`src/rtl/gate_sweep_ctrl.sv`:
```
// gate_sweep_ctrl: drives all four input rows into a 2-input gate,
// samples its output after a settle time and compares the table.
//
// Ports:
//   clk, rst_n   clock, synchronous active-low reset
//   start        begin a sweep (ignored while one is running)
//   abort        cancel the running sweep; also clears result/pass
//   expected     expected table, bit i = gate output for {a,b}=i
//   gate_out     output of the gate under test
//   a, b         gate inputs, a=row[1], b=row[0]
//   busy         sweep in progress
//   sample_valid one-cycle pulse after each row is captured
//   result       captured table, bit i = gate_out for row i
//   done         one-cycle pulse when the sweep completes
//   pass         result == expected, valid from done until next start
module gate_sweep_ctrl #(
    parameter int SETTLE = 1
) (
    input  logic       clk,
    input  logic       rst_n,
    input  logic       start,
    input  logic       abort,
    input  logic [3:0] expected,
    input  logic       gate_out,
    output logic       a,
    output logic       b,
    output logic       busy,
    output logic       sample_valid,
    output logic [3:0] result,
    output logic       done,
    output logic       pass
);

    typedef enum logic [1:0] {
        IDLE,
        WAIT,
        DONE
    } state_t;

    localparam logic [3:0] SET = 4'(SETTLE);

    state_t     state;
    logic [1:0] row;
    logic [3:0] cnt;

    always_ff @(posedge clk) begin
        if (!rst_n) begin
            state        <= IDLE;
            row          <= 2'd0;
            cnt          <= 4'd0;
            a            <= 1'b0;
            b            <= 1'b0;
            busy         <= 1'b0;
            sample_valid <= 1'b0;
            done         <= 1'b0;
            pass         <= 1'b0;
            result       <= 4'b0000;
        end else begin
            sample_valid <= 1'b0;
            done         <= 1'b0;
            unique case (state)
                IDLE, DONE: begin
                    state <= IDLE;
                    if (abort) begin
                        // abort beats start and drops the held table
                        result <= 4'b0000;
                        pass   <= 1'b0;
                    end else if (start) begin
                        result <= 4'b0000;
                        pass   <= 1'b0;
                        row    <= 2'd0;
                        a      <= 1'b0;
                        b      <= 1'b0;
                        cnt    <= SET;
                        busy   <= 1'b1;
                        state  <= WAIT;
                    end
                end
                WAIT: begin
                    if (abort) begin
                        state  <= IDLE;
                        row    <= 2'd0;
                        cnt    <= 4'd0;
                        a      <= 1'b0;
                        b      <= 1'b0;
                        busy   <= 1'b0;
                        result <= 4'b0000;
                        pass   <= 1'b0;
                    end else if (cnt == 4'd1) begin
                        result[row]  <= gate_out;
                        sample_valid <= 1'b1;
                        if (row != 2'd3) begin
                            row    <= row + 2'd1;
                            {a, b} <= row + 2'd1;
                            cnt    <= SET;
                        end else begin
                            state <= DONE;
                            row   <= 2'd0;
                            cnt   <= 4'd0;
                            a     <= 1'b0;
                            b     <= 1'b0;
                            busy  <= 1'b0;
                            done  <= 1'b1;
                            // bit 3 is being written this edge
                            pass  <= ({gate_out, result[2:0]} == expected);
                        end
                    end else begin
                        cnt <= cnt - 4'd1;
                    end
                end
                default: state <= IDLE;
            endcase
        end
    end

endmodule

```
`config.mk`:
```
export PLATFORM = sky130hd
export DESIGN_NAME = gate_sweep_ctrl
export DESIGN_NICKNAME = d
export VERILOG_FILES = /design/src/rtl/gate_sweep_ctrl.sv
export SDC_FILE = /design/constraint.sdc
export NUM_CORES = 1
export LEC_CHECK = 0
export ABC_CLOCK_PERIOD_IN_PS = 1350
export BUFFER_PORTS_ARGS = -buffer_cell sky130_fd_sc_hd__buf_4
export CORE_ASPECT_RATIO = 1.5
export CORE_MARGIN = 2
export CORE_UTILIZATION = 35
export CTS_CLUSTER_DIAMETER = 80
export CTS_CLUSTER_SIZE = 16
export DETAILED_ROUTE_END_ITERATION = 7
export GPL_TIMING_DRIVEN = 0
export PLACE_DENSITY = 0.6
export REMOVE_ABC_BUFFERS = 1
export SLEW_MARGIN = 20
export SYNTH_ARGS = -nofsm -noshare
export SYNTH_HDL_FRONTEND = slang
export SYNTH_SLANG_ARGS = --single-unit
```
`constraint.sdc`:
```
create_clock -name clk -period 1.35 [get_ports clk]
set_input_delay 0.27 -clock clk [delete_from_list [all_inputs] [get_ports clk]]
set_output_delay 0.27 -clock clk [all_outputs]
set_load 0.005 [all_outputs]
```
==> flow_summary.yaml, run 1 <==
clocking:
  clock_tree.htree_level_count: 1
  clkSlewWorstSetupHoldPaths_ns: 0.09
  cts_tree: "built"
  worst_skew_pair.late_latency_ns: 0.28
  tritoncts.num_buffers: 3
  clockBufferDepth: 2
  ctsRootBufferMaster: "clkbuf_4"
  post_cts_hold_buffer_count: 0
  clock-sinks: 16
route:
  drt_pre_antenna_iters: 3
  drt_iter0_markers: 11
  route.vias.total: 785
  detail_route.wl_per_cell_um: 13.15
  remaining_drc_errors: 0
  routed_wirelength_um: 1920
  antenna_violating_nets_post_route: 0
  routed_via_density: 5.377
timing:
  period_needed_ns: 1.489
  final.setup.tns_ns: -0.3138
  layout_worst_path_cycle_share: 1.103
  finClkSkew_ns: 0.006122
  fin_ws_ns: -0.1393
  rsz0062_at_grt: "true"
  worst-slew-pin-transition_ns: 0.3355
  final_report_max_slew_violation_count: 0
  final-hold-violation-count: 0
  slew_headroom: 0.7759
  clock.fmax_mhz: 671.5
  final-setup-viol-count: 5
global_route:
  largest_net_degree_at_the_start_of_global_routing: 14
  grt_overflow_total: 0
  first_global_vias: 801
  grtUsageTotal: 0.1490
  global_route_wire_length_before_repair_um: 3215
  antenna_found_initial: 0
logic_synthesis:
  post_synth_inst_count: 98
  netlist_area_um2: 869.6
  yosysWarningCount: 0
  netlist-cell-type-count: 34
  synth.ff_latch_count: 16
  synthesis.area_per_instance_um2: 8.873
  ys_seq_area_frac: 0.3683
critical_path:
  worstSetupEndpoint: "result[3]$_SDFFE_PN0P_"
  r2r_slack_ns: -0.14
  r2r-start: "cnt[1]$_SDFFE_PN0P_"
  setup.worst_path.start_class: "flip-flop"
  critPathCaptureType: "flip-flop"
  worst_ep_required_time_ns: 1.53
  r2r_depth: 6
  endpoint_of_the_worst_slack_reg_to_reg_timing_path: "result[3]$_SDFFE_PN0P_"
  timing.critical_path.from: "cnt[1]$_SDFFE_PN0P_"
  cp_data_arrival_time_ns: 1.67
  worst-path-max-fanout: 3
  worst_setup_path_category: "flip-flop to flip-flop"
pwr:
  power_uw: 896.1
  p_per_area_mw_per_mm2: 771.8
  peakVddDrop_mv: 0.4185
  power.static_leakage_nw: 0.4851
die:
  placementRows: 22
  top_level_ports: 19
  dieWidth_um: 44.70
  dieArea_mm2: 0.002908
  start_util: 0.3631
  chipHeight_um: 65.05
  total_core_area_mm2: 0.002395
layout:
  fin_util: 0.4848
  insertedDiodeCount: 0
  stdcell_area_mm2: 0.001161
  post_route_cells_drive_above_1_share: 0.3934
  nets: 139
  layout.cells.most_common_list: "buf_4 (22), dfxtp_1 (10), nand2_1 (6), a21oi_1 (6)"
  mostFrequentLayoutCell: "buf_4"
  layout-area-overhead-vs-synth_pct: 33.52
job:
  cap_violations: 0
placement:
  preCtsSetupSlack_ns: -0.2923
  buffer_ports.inserted: 18
  placed_area_mm2: 0.001015
  gp_congestion: 0.7133
  hpwl_um: 1388
run_status:
  failed_checks: "setup timing"
  outcome: "finished, violations left"
min_path:
  hold_class: "input pin to flip-flop"
-- cells in the mapped netlist (all sizes together) --
| cell | number | area share |
|---|---|---|
| nand3 | 1 | 0.0057 |
| ha | 6 | 0.086 |
| or3 | 1 | 0.0072 |
| mux2i | 4 | 0.046 |
| o211ai | 4 | 0.040 |
| nor3b | 2 | 0.017 |
| nor4 | 1 | 0.014 |
| o21a | 1 | 0.0086 |
| inv | 6 | 0.026 |
| and2 | 1 | 0.0072 |
| dfxtp | 16 | 0.37 |
| nand2b | 2 | 0.014 |
| or3b | 2 | 0.020 |
| nor3 | 1 | 0.0057 |
| a21oi | 7 | 0.040 |
| nand4 | 1 | 0.0072 |
| o21ai | 5 | 0.029 |
| a21boi | 5 | 0.043 |
| buf | 2 | 0.019 |
| xnor2 | 1 | 0.010 |
| o221a | 1 | 0.013 |
| o21bai | 1 | 0.0086 |
| and3 | 2 | 0.014 |
| a211oi | 1 | 0.0086 |
| nor2 | 9 | 0.039 |
| nor2b | 2 | 0.014 |
| nand3b | 3 | 0.026 |
| clkbuf | 1 | 0.0043 |
| xor2 | 3 | 0.030 |
| nand2 | 6 | 0.026 |
-- logic make-up (layout without fill, tap and decap cells) --
kind of cell | after synthesis | count (layout) | share of synthesized area
AND/OR/NAND/NOR | 34 | 34 | 0.2187
adder cells (fa/ha/maj) | 6 | 6 | 0.08633
XOR/XNOR | 4 | 4 | 0.04030
multiplexers | 4 | 4 | 0.04605
AO/OA/AOI/OAI | 25 | 25 | 0.1914
buffers and inverters | 9 | 33 | 0.04891
flip-flops | 16 | 16 | 0.3683
-- flip-flops by register name (all words and copies together) (netlist names) --
register	flops
cnt	4
state	2
result	4
row	2
pass	1
busy	1
sample_valid	1
done	1
-- final cells by class --
| class | count | area [um^2] |
|---|---|---|
| inverter | 6 | 22.52 |
| fill | 246 | 1234 |
| timing repair buffer | 24 | 187.7 |
| tap | 24 | 30.03 |
| clock buffer | 3 | 22.52 |
| multi-input combinational | 73 | 565.5 |
| sequential | 16 | 332.8 |
-- routing by layer --
| metal | up-vias | GRT usage | part of all wire | wire (um) |
|---|---|---|---|---|
| met1 | 373 | 0.1487 | 0.41 | 782 |
| met2 | 16 | 0.2808 | 0.53 | 1015 |
| li1 | 392 | - | - | - |
| met3 | 4 | 0.01671 | 0.042 | 81 |
| met4 | 0 | 0.07955 | 0.021 | 40 |
| met5 | - | 0 | 0 | 0 |
-- how the worst min path moves through the flow --
stage,startpoint,to,slack [ns],cells past startpoint
floorplan,rst_n,state[0]$_SDFFE_PN0P_,0.39,1
global route,gate_out,result[2]$_SDFFE_PN0P_,0.28,3
global placement,pass$_SDFFE_PN0P_,pass$_SDFFE_PN0P_,0.44,2
detailed placement,pass$_SDFFE_PN0P_,pass$_SDFFE_PN0P_,0.46,2
CTS,gate_out,result[0]$_SDFFE_PN0P_,0.25,3
finish,gate_out,result[0]$_SDFFE_PN0P_,0.26,3
-- power by group --
group          internal, mW  switching, mW  total (mW)  leakage, nW
logic                0.0776         0.0784       0.156        0.338
registers             0.482         0.0124       0.495        0.133
clock network         0.104          0.142       0.245       0.0138
-- worst max-delay path, stage by stage (launching register included) --
cell and delay [ns]:
dfxtp_2 0.33, inv_2 0.07, ha_4 0.12, or3b_4 0.41, o211ai_4 0.19, mux2i_1 0.20, nor2b_1 0.05
-- stage by stage --
stage | hold WS [ns] | instances
6_report | 0.2588 | 146
5_1_grt | 0.2786 | 146
4_1_cts | 0.2548 | 145
3_5_place_dp | 0.4617 | 137
3_3_place_gp | 0.4398 | 137
2_1_floorplan | 0.3875 | 95
-- what timing repair did --
action	in CTS	in global routing
setup buffers	5	1
gates resized for setup	14	13
pin swaps	3	10
setup endpoints to repair	16	16
(Power assumes the default switching activity.)
==> inputs of run 2 (changes only) <==
--- a/config.mk
+++ b/config.mk
@@ -7,7 +7,6 @@
 export LEC_CHECK = 0
 export ABC_CLOCK_PERIOD_IN_PS = 1350
 export BUFFER_PORTS_ARGS = -buffer_cell sky130_fd_sc_hd__buf_4
-export CORE_ASPECT_RATIO = 1.5
 export CORE_MARGIN = 2
 export CORE_UTILIZATION = 35
 export CTS_CLUSTER_DIAMETER = 80
==> run 2 against run 1 <==
  * The flow still finishes with violations (setup timing)
  * Routed wire length up 7.0%
  * Clock power grew 33%
  * Combinational power up 15%
  * Cell count is 7.5% higher
  * Flip-flop and latch count unchanged
  * Power is 12% higher
  * Critical path depth is the same
  * Register-to-register slack is essentially flat
==> flow_summary.yaml, run 2 (synthesis results as in run 1) <==
timing:
  slew_headroom: 0.7649
  final_report_max_slew_violation_count: 0
  final-hold-violation-count: 0
  rsz0062_at_grt: "true"
  fin_ws_ns: -0.1466
  clock.fmax_mhz: 668.2
  worst-slew-pin-transition_ns: 0.3522
  final-setup-viol-count: 13
  finClkSkew_ns: 0.009818
  final.setup.tns_ns: -0.8599
  fin_hold_ws_ns: 0.2572
  layout_worst_path_cycle_share: 1.109
  period_needed_ns: 1.497
pwr:
  netSwitchingPower_uw: 264.5
  peakVddDrop_mv: 0.4624
  pwr-share-clk: 0.325
  sw_ratio: 0.2641
  share_seq_of_total_power: 0.495
  power_frac_comb: 0.180
  int_power_uw: 736.9
  p_per_area_mw_per_mm2: 810.9
  power.static_leakage_nw: 0.5135
critical_path:
  worst_setup_path_category: "flip-flop to flip-flop"
  r2r_slack_ns: -0.15
  r2r-start: "cnt[1]$_SDFFE_PN0P_"
  critPathSlowestCell: "or3b_4"
  worst_ep_required_time_ns: 1.55
  worstSetupPathDepth: 6
  worst-path-max-fanout: 3
  cp_data_arrival_time_ns: 1.70
  critical_path_buffer_and_inverter_count: 1
  setup.worst_path.start_class: "flip-flop"
  endpoint_of_the_worst_slack_reg_to_reg_timing_path: "result[3]$_SDFFE_PN0P_"
  crit_path_cell_trace: "inv_2, ha_4, or3b_4, o211ai_4, mux2i_1, nor2b_1"
  critPathCaptureType: "flip-flop"
  cpLargestDelayFamily: "simple AND/OR/NAND/NOR gates"
  timing.critical_path.from: "cnt[1]$_SDFFE_PN0P_"
  timing.critical_path.slowest_cell_delay_ns: 0.40
  r2r_depth: 6
  worstSetupEndpoint: "result[3]$_SDFFE_PN0P_"
clocking:
  tritoncts.num_buffers: 3
  clkSlewWorstSetupHoldPaths_ns: 0.10
  worst_skew_pair.late_latency_ns: 0.29
  clock-sinks: 16
  post_cts_hold_buffer_count: 0
  ctsRootBufferMaster: "clkbuf_4"
  clock_tree.htree_level_count: 1
  clockBufferDepth: 2
  cts_tree: "built"
run_status:
  failed_checks: "setup timing"
  outcome: "finished, violations left"
die:
  start_util: 0.3609
  top_level_ports: 19
  total_core_area_mm2: 0.002410
  dieWidth_um: 53.85
  chipHeight_um: 53.85
  placementRows: 18
  dieArea_mm2: 0.002899
route:
  drt_pre_antenna_iters: 4
  antenna_violating_nets_post_route: 0
  routed_wirelength_um: 2054
  routed_via_density: 5.051
  remaining_drc_errors: 0
  route.vias.total: 793
  drt_iter0_markers: 16
  detail_route.wl_per_cell_um: 13.08
layout:
  insertedDiodeCount: 0
  layout.cells.most_common_list: "buf_4 (26), dfxtp_1 (11), nand2_1 (6), a21oi_1 (6)"
  mostFrequentLayoutCell: "buf_4"
  reg.largest.list: "cnt x4, result x4"
  layout-area-overhead-vs-synth_pct: 42.01
  nets: 143
  post_route_cells_drive_above_1_share: 0.4094
global_route:
  first_global_vias: 726
  antenna_found_initial: 0
  global_route.usage.met2: 0.2703
  largest_net_degree_at_the_start_of_global_routing: 14
  global_route_wire_length_before_repair_um: 3208
  grt_most_used_layer: "met2"
  grtUsageTotal: 0.1591
  globalRouteMet1Util: 0.1804
  met3_usage: 0.03611
  grt_overflow_total: 0
placement:
  gp_congestion: 0.7062
  preCtsSetupSlack_ns: -0.3152
  hpwl_um: 1364
  buffer_ports.inserted: 18
min_path:
  hold_class: "input pin to flip-flop"
job:
  cap_violations: 0
## run 2: cell count changes in the layout (fill, tap and decap cells not counted)
cell / delta
dfxtp_1: +1
nor2_2: -3
buf_4: +4
o21ai_1: -1
nor4_4: +1
nor2_4: +3
clkbuf_8: +1
o21ai_0: +1
nor4_2: -1
dfxtp_2: -1
## run 2: routing by layer
| layer | up-vias | wire length, um |
|---|---|---|
| met5 | - | 0 |
| met2 | 20 | 1090 |
| met3 | 7 | 65 |
| li1 | 403 | - |
| met4 | 0 | 56 |
| met1 | 363 | 842 |
## run 2: worst min path at each step
stage | from | to | slack, ns | cells after the start
2_1_floorplan | rst_n | state[0]$_SDFFE_PN0P_ | 0.39 | 1
5_1_grt | rst_n | state[0]$_SDFFE_PN0P_ | 0.27 | 2
6_report | gate_out | result[0]$_SDFFE_PN0P_ | 0.26 | 3
4_1_cts | gate_out | result[1]$_SDFFE_PN0P_ | 0.25 | 3
3_5_place_dp | pass$_SDFFE_PN0P_ | pass$_SDFFE_PN0P_ | 0.45 | 2
3_3_place_gp | pass$_SDFFE_PN0P_ | pass$_SDFFE_PN0P_ | 0.44 | 2
## run 2: worst reg2reg max path: stages (launching register included)
cell and delay, ns:
dfxtp_2 0.34, inv_2 0.07, ha_4 0.12, or3b_4 0.40, o211ai_4 0.22, mux2i_1 0.20
nor2b_1 0.06
## run 2: power groups by stage
stage | sequential, mW | clock [mW] | combinational, mW
finish | 0.496 | 0.326 | 0.180
global route | 0.498 | 0.345 | 0.196
CTS | 0.494 | 0.329 | 0.148
detailed placement | 0.506 | 0 | 0.121
global placement | 0.505 | 0 | 0.119
floorplan | 0.503 | 0 | 0.0716
## run 2: layout make-up
type                            count  area (um^2)
Sequential cell                    16        331.6
Fill cell                         217         1175
Inverter                            6        22.52
Tap cell                           30        37.54
Timing Repair Buffer               28        217.7
Multi-Input combinational cell     73        589.3
Clock buffer                        4        36.28
## run 2: through the flow
step	utilization	cell area [um^2]	power, mW	instances
6_report	0.5125	1235	1.001	157
3_5_place_dp	0.4242	1022	0.6269	143
5_1_grt	0.5125	1235	1.039	157
2_1_floorplan	-	849.6	0.5748	95
4_1_cts	0.4798	1156	0.9717	153
3_3_place_gp	0.4242	1022	0.6242	143
## run 2: what timing repair did
action,4_1_cts,5_1_grt
pin swaps,4,7
endpoints found under the setup margin,16,16
setup buffers,6,4
resized for setup,15,14
gates cloned,0,0
==> inputs of run 3 (changes only) <==
--- a/config.mk
+++ b/config.mk
@@ -8,12 +8,13 @@
 export ABC_CLOCK_PERIOD_IN_PS = 1350
 export BUFFER_PORTS_ARGS = -buffer_cell sky130_fd_sc_hd__buf_4
 export CORE_MARGIN = 2
-export CORE_UTILIZATION = 35
+export CORE_UTILIZATION = 40
+export CTS_BUF_LIST = sky130_fd_sc_hd__clkbuf_4 sky130_fd_sc_hd__clkbuf_8
 export CTS_CLUSTER_DIAMETER = 80
 export CTS_CLUSTER_SIZE = 16
 export DETAILED_ROUTE_END_ITERATION = 7
 export GPL_TIMING_DRIVEN = 0
-export PLACE_DENSITY = 0.6
+export PLACE_DENSITY = 0.66
 export REMOVE_ABC_BUFFERS = 1
 export SLEW_MARGIN = 20
 export SYNTH_ARGS = -nofsm -noshare
==> run 3 against run 2 <==
  * The flow still finishes with violations (setup timing)
  * Worst setup slack worse by 0.020 ns
  * Core utilization up 9.1 points
  * Sequential power about the same
  * Clock skew down 0.0085 ns
  * Non-clock buffer count up 1
  * Largest cell class unchanged
  * Highest routed layer unchanged
==> flow_summary.yaml, run 3 (synthesis results as in run 1) <==
layout:
  layout-area-overhead-vs-synth_pct: 38.99
  post_route_cells_drive_above_1_share: 0.4173
  insertedDiodeCount: 0
  reg.largest.list: "cnt x4, result x4"
  nets: 144
  finalNonFillerCells: 154
  layout.cells.most_common_list: "buf_4 (28), dfxtp_1 (11), a21oi_1 (7)"
  mostFrequentLayoutCell: "buf_4"
clocking:
  ctsRootBufferMaster: "clkbuf_4"
  worst_skew_pair.late_latency_ns: 0.28
  clkSlewWorstSetupHoldPaths_ns: 0.09
  tritoncts.num_buffers: 3
  clock_tree.htree_level_count: 1
  cts_tree: "built"
  clock-sinks: 16
  clockBufferDepth: 2
  post_cts_hold_buffer_count: 0
timing:
  layout_worst_path_cycle_share: 1.124
  final-setup-viol-count: 7
  period_needed_ns: 1.517
  final_report_max_slew_violation_count: 0
  final.setup.tns_ns: -0.8086
  clock.fmax_mhz: 659.2
  slew_headroom: 0.6931
  worst-slew-pin-transition_ns: 0.4603
  fin_ws_ns: -0.1670
  finClkSkew_ns: 0.001269
  rsz0062_at_grt: "true"
  final-hold-violation-count: 0
critical_path:
  critPathCaptureType: "flip-flop"
  cpLargestDelayFamily: "simple AND/OR/NAND/NOR gates"
  timing.critical_path.slowest_cell_delay_ns: 0.41
  critPathSlowestCell: "or3b_4"
  crit_path_cell_trace: "inv_2, ha_4, or3b_4, o211ai_4, mux2i_1, nor2b_1"
  cp_data_arrival_time_ns: 1.70
  critical_path_buffer_and_inverter_count: 1
  worst-path-max-fanout: 3
  setup.worst_path.start_class: "flip-flop"
  worst_ep_required_time_ns: 1.53
  worst_setup_path_category: "flip-flop to flip-flop"
pwr:
  peakVddDrop_mv: 0.6849
  power.static_leakage_nw: 0.5116
  p_per_area_mw_per_mm2: 762.1
run_status:
  failed_checks: "setup timing"
  outcome: "finished, violations left"
min_path:
  hold_class: "input pin to flip-flop"
die:
  chipHeight_um: 50.63
  placementRows: 16
  dieWidth_um: 50.63
  start_util: 0.4344
  total_core_area_mm2: 0.002002
  top_level_ports: 19
  dieArea_mm2: 0.002563
global_route:
  grt_most_used_layer: "met2"
  global_route_wire_length_before_repair_um: 3236
  grtUsageTotal: 0.1649
  met3_usage: 0.03274
  largest_net_degree_at_the_start_of_global_routing: 14
  antenna_found_initial: 0
  grt_overflow_total: 0
  globalRouteMet1Util: 0.2092
  global_route.usage.met2: 0.2785
  first_global_vias: 712
route:
  remaining_drc_errors: 0
  routed_wirelength_um: 2033
  route.vias.total: 800
  drt_iter0_markers: 14
  drt_pre_antenna_iters: 4
  routed_via_density: 5.195
  antenna_violating_nets_post_route: 0
  detail_route.wl_per_cell_um: 13.20
placement:
  gp_congestion: 0.7876
  buffer_ports.inserted: 18
  preCtsSetupSlack_ns: -0.3424
  placed_cells: 140
  hpwl_um: 1337
job:
  cap_violations: 0
[run 3: what timing repair did]
item                                    CTS  global route
gates resized for setup                  12            16
endpoints found under the hold margin     0             0
buffers inserted                          7             4
pin swaps                                 3             9
endpoints found under the setup margin   16            15
[run 3: worst paths after layout]
| kind | start | endpoint | slack (ns) | cells after the start |
|---|---|---|---|---|
| worst max register to register | cnt[1]$_SDFFE_PN0P_ | result[3]$_SDFFE_PN0P_ | -0.17 | 6 |
| worst max-delay path | cnt[1]$_SDFFE_PN0P_ | result[3]$_SDFFE_PN0P_ | -0.17 | 6 |
| worst min-delay path | gate_out | result[0]$_SDFFE_PN0P_ | 0.28 | 3 |
| worst min register to register | pass$_SDFFE_PN0P_ | pass$_SDFFE_PN0P_ | 0.47 | 2 |
[run 3: report_power, final]
part	switching (mW)	total, mW	internal [mW]
registers	0.0126	0.495	0.483
clock network	0.142	0.246	0.103
logic	0.0893	0.180	0.0905
total	0.244	0.921	0.677
[run 3: final cells by class]
cell class	instances	area [um^2]
clock buffer	3	22.52
multi-input combinational	73	579.3
sequential	16	329.1
inverter	6	22.52
fill	187	793.3
timing repair buffer	29	221.5
tap	27	33.78
[run 3: worst register-to-register path, delay by kind of cell, from the launching register on]
kind                       cells  cell delay [ns]
muxes                          1             0.21
DFF                            1             0.34
AOI/OAI and AO/OA              1             0.22
and+or+nand+nor                2             0.47
buffers and inverters          1             0.07
adders and majority gates      1             0.12
[run 3: layer usage]
metal  share of wire  routed length (um)
met2            0.48                 968
met1            0.47                 958
met4          0.0084                  17
met3           0.044                  89
met5               0                   0
[run 3: stage by stage]
step | cell area (um^2) | total power [mW] | utilization | hold WS (ns)
floorplan | 849.6 | 0.5748 | - | 0.3875
global placement | 1018 | 0.6234 | 0.5088 | 0.4393
detailed placement | 1018 | 0.6263 | 0.5088 | 0.4561
CTS | 1134 | 0.8923 | 0.5663 | 0.2745
global route | 1209 | 0.9748 | 0.6038 | 0.2725
finish | 1209 | 0.9211 | 0.6038 | 0.2752
